File: src/rtl/enc_8x3_seq.sv
// Sequential 8-to-3 priority encoder: captures a request vector and emits the index
// of each set bit, one per handshake, clearing bits as they are served.
module enc_8x3_seq #(
   parameter bit HIGH_FIRST = 1'b1
) (
   input  logic       clk,
   input  logic       rst,
   input  logic       en,
   input  logic [7:0] in,
   input  logic       in_valid,
   output logic       in_ready,
   output logic [2:0] out,
   output logic       out_valid,
   input  logic       out_ready,
   output logic       last,
   output logic [3:0] count,
   output logic       zero_err
);

   typedef enum logic {IDLE, SERVE} state_t;

   state_t     state;
   logic [7:0] pending;
   logic [2:0] idx;
   logic [3:0] cnt;

   // Priority pick: the later loop iteration wins, so scan direction sets priority.
   always_comb begin
      idx = '0;
      if (HIGH_FIRST) begin
         for (int i = 0; i < 8; i++)
            if (pending[i]) idx = 3'(i);
      end else begin
         for (int i = 7; i >= 0; i--)
            if (pending[i]) idx = 3'(i);
      end
   end

   always_comb begin
      cnt = '0;
      for (int i = 0; i < 8; i++)
         cnt = cnt + 4'(pending[i]);
   end

   assign in_ready  = (state == IDLE) && en;
   assign out_valid = (state == SERVE) && en;
   assign out       = idx;
   assign count     = cnt;
   assign last      = out_valid && (cnt == 4'd1);

   always_ff @(posedge clk) begin
      if (rst) begin
         state    <= IDLE;
         pending  <= '0;
         zero_err <= 1'b0;
      end else begin
         zero_err <= 1'b0;
         case (state)
            IDLE: begin
               if (en && in_valid) begin
                  if (in != 8'h00) begin
                     pending <= in;
                     state   <= SERVE;
                  end else begin
                     zero_err <= 1'b1;
                  end
               end
            end
            SERVE: begin
               if (out_valid && out_ready) begin
                  pending[idx] <= 1'b0;
                  if (cnt == 4'd1) state <= IDLE;
               end
            end
            default: state <= IDLE;
         endcase
      end
   end

endmodule

File: config.mk
export PLATFORM = sky130hd
export DESIGN_NAME = enc_8x3_seq
export DESIGN_NICKNAME = d
export VERILOG_FILES = /design/src/rtl/enc_8x3_seq.sv
export SDC_FILE = /design/constraint.sdc
export NUM_CORES = 1
export LEC_CHECK = 0
export ABC_AREA = 1
export ABC_CLOCK_PERIOD_IN_PS = 4300
export CAP_MARGIN = 20
export CORE_MARGIN = 2
export CORE_UTILIZATION = 47
export CTS_CLUSTER_SIZE = 14
export DETAILED_ROUTE_END_ITERATION = 8
export MAX_ROUTING_LAYER = met4
export PLACE_DENSITY_LB_ADDON = 0.2
export SKIP_CTS_REPAIR_TIMING = 1
export SYNTH_ARGS = -nofsm -noshare
export SYNTH_HDL_FRONTEND = slang
export SYNTH_SLANG_ARGS = --single-unit
export TNS_END_PERCENT = 50
File: constraint.sdc
create_clock -name clk -period 4.3 [get_ports clk]
set_input_delay 0.43 -clock clk [delete_from_list [all_inputs] [get_ports clk]]
set_output_delay 0.43 -clock clk [all_outputs]
set_load 0.01 [all_outputs]
==> summary.md, run 1 <==
| Metric | Value |
|---|---|
| Outcome | complete, no violations |
| Final Net Count | 152 |
| Clock transition at the registers of the reported paths | 60 ps |
| Largest net degree at the start of global routing | 15 |
| Worst Hold Path EP | pending[5] |
| Slew margin rel. | 0.7156 |
| Post-synthesis cell area | 788.3 µm² |
| Routed Antenna Nets | 0 |
| Initial DRC Count | 5 |
| Die Area | 2021 µm² |
| Gr usage total | 0.1920 |
| Worst VDD drop | 0.1770 mV |
| Setup TNS | 0 ps |
| Htree depth | 1 |
| Hold Path Class | flop to flop |
| Async SR Flop Fraction | 0 |
| Post-synthesis sequential area ratio | 0.2540 |
| Area occupied by multi-input gates | 501.7 µm² |
| Final setup violation count | 0 |
| Most used cell, CP | fa_1 |
| DR vias/cell | just under 5 |
| Clk sinks | 10 |
| CP required | 3870 ps |
| Vias post-DR | 725 |
| Hold Startpoint | pending[5] |
| Static Leak | 0.4555 nW |
| Critical Path Sink Type | primary output |
| Antenna diodes | 0 |
| First-pass GRT wire length | 2732 µm |
| Worst hold margin | 503.1 ps |
| Row cnt | 14 |
| Max frequency | 245.4 MHz |
| Period utilisation layout | 0.9479 |
| Synth Flop Type | dfxtp_1 |
| CP max stage cell | clkdlybuf4s50_1 |
| Worst path max stage delay | about 540 ps |
| Power per cell area | 272.5 nW/µm² |
| Initial antenna violation count | 0 |
| EDFF count, synth | 0 |
| Warnings from Yosys | 0 |
| CTS tree | done |
| Kind of critical path | flop to primary output |
| Final wirelength | 1532 µm |
| Fraction of layout cells with a size suffix above 1 | 0.1769 |
| Num CTS Buffers | 3 |
| Reported max-cap violation count | 0 |
| Gpl congestion | 0.7172 |
| Clk Tree Root Cell | clkbuf_4 |
| Max Slew Vio Count | 0 |
| Syn avg cell area | 7.507 µm² |
| Post-route DRC violation count | 0 |
| Register-to-register setup slack | 1200 ps |
| Initial core utilization | 0.5114 |
| Fillers | around 130 |
| Overall Power | around 290 µW |
| Clock buffer depth | 2 |
| DRT Pass-1 Iters | 3 |
| Core area | 1541 µm² |
| Vias in the first global route | around 720 |
| Synth-to-Final Area Change | 33.18% |
| Unrepaired setup endpoints after global routing | no |
| # port buffers | 23 |
| Die height | 44.95 µm |
| FF-to-FF path depth | 12 |
| CP arrival | roughly 3700 ps |
| Post-Syn Instances | 105 |
| Synth Net Count | 125 |
| Reg area | between 200 and 250 µm² |
| CP startpoint kind | flop |
| Hpwl dp | roughly 1300 µm |
| Crit-path max FO | 2 |
| Worst-Margin Slew | 425.1 ps |
| Netlist cell types | 22 |
| Reg-to-reg endpoint | state |
| Tmin final | 4076 ps |
| WL/cell | 10.49 µm |
| Overflow after GRT | 0 |
| Clk_skew | 0.9458 ps |
| Hold Crit Depth | 2 |
| Register bit count reported by yosys | 10 |
| Hold Vio Cnt, Final | 0 |
| Reg-to-reg startpoint | pending[0] |
| Worst-path cell chain | fa_1 -> inv_1 -> fa_1 -> fa_1 -> inv_1 -> ha_1 -> inv_1 -> fa_1 -> xor2_1 -> nand4_1 -> nor2_1 -> clkdlybuf4s50_1 |
| Later-pin clock latency in the skew report | 270 ps |
| Die Wd | 44.95 µm |
| Num ports | 24 |
worst max-delay path by stage:
stage,slack [ps],start,to,cells past startpoint
after floorplan,1050,pending[0],last,11
after global placement,530,pending[0],last,12
after detailed placement,470,pending[0],last,12
after CTS,180,pending[0],last,12
after global routing,60,pending[0],last,12
final,220,pending[0],last,12
layout by cell type, fill, tap and decap left out, drive strengths merged:
master / instances
dfxtp: 10
nand2: 24
o21bai: 2
nand3: 9
clkdlybuf4s50: 23
clkbuf: 3
xor2: 1
fa: 4
nor4: 1
inv: 20
nor2: 11
o21ai: 8
ha: 3
nand4: 2
a21oi: 9
routing by layer:
layer | vias up | track usage | wire length (µm)
li1 | 390 | - | -
met1 | 316 | 0.2214 | 692
met2 | 14 | 0.3114 | 758
met3 | 5 | 0.02400 | 40
met4 | 0 | 0.1235 | 42
met5 | - | - | 0
synth_stat cells (2+ instances only):
| library cell | count | area (µm²) |
|---|---|---|
| nand3_1 | 7 | 35.03 |
| nand2_2 | 4 | 25.02 |
| o21ai_0 | 5 | 25.02 |
| nand3_2 | 2 | 20.02 |
| nor2_1 | 7 | 26.28 |
| nand4_1 | 2 | 12.51 |
| a21oi_2 | 3 | 26.28 |
| nor2_4 | 4 | 45.04 |
| o21bai_1 | 2 | 15.01 |
| fa_1 | 4 | 80.08 |
| inv_2 | 5 | 18.77 |
| nand2_1 | 19 | 71.32 |
| a21oi_1 | 6 | 30.03 |
| dfxtp_1 | 10 | 200.2 |
| inv_1 | 15 | 56.30 |
| o21ai_1 | 2 | 10.01 |
| ha_1 | 3 | 37.54 |
state kept, by name, summed over array words and instances (netlist names):
signal / cells
pending: 8
zero_err: 1
state: 1
stage by stage:
| step | utilization | cell area, µm² | instances | setup slack (ps) |
|---|---|---|---|---|
| 6_report | 0.6810 | 1050 | 146 | 224.2 |
| 4_1_cts | 0.6810 | 1050 | 146 | 175.2 |
| 5_1_grt | 0.6810 | 1050 | 146 | 55.62 |
| 3_5_place_dp | 0.6664 | 1027 | 143 | 472.2 |
| 2_1_floorplan | - | 788.3 | 105 | 1053 |
| 3_3_place_gp | 0.6664 | 1027 | 143 | 533.2 |
cell families after synthesis:
kind of cell / count (synthesis) / share of synthesized area
buffers and inverters: 21 / 0.1095
flip-flops: 10 / 0.2540
AO/OA/AOI/OAI: 19 / 0.1556
adder cells (fa/ha/maj): 7 / 0.1492
XOR/XNOR: 1 / 0.01111
AND/OR/NAND/NOR: 47 / 0.3206
report_power, final:
group / leakage, nW / internal (mW) / switching [mW]
clock network: 0.0138 / 0.0324 / 0.0326
logic: 0.360 / 0.0591 / 0.0574
registers: 0.0819 / 0.0981 / 0.00647
layout make-up:
| class | instances | share of cell area |
|---|---|---|
| inverters | 20 | 0.07151 |
| flip-flops and latches | 10 | 0.1907 |
| repair buffers | 23 | 0.2193 |
| multi-input cells | 74 | 0.4779 |
| well taps | 16 | 0.01907 |
| clock buffers | 3 | 0.02145 |
worst max-delay path, delay by kind of cell, from the launching register on:
| family | cells | cell delay, ps |
|---|---|---|
| xor+xnor | 1 | 170 |
| fa+ha+maj | 5 | 1940 |
| simple gates | 2 | 240 |
| buf+inv | 4 | 710 |
| flops | 1 | 330 |
Note: power is estimated with default switching activity, not from simulation.
==> run 2: changes to the inputs <==
- CAP_MARGIN: 20 -> default
==> results of run 2 <==
The final DEF is identical to that of run 1; final timing and power are the same.
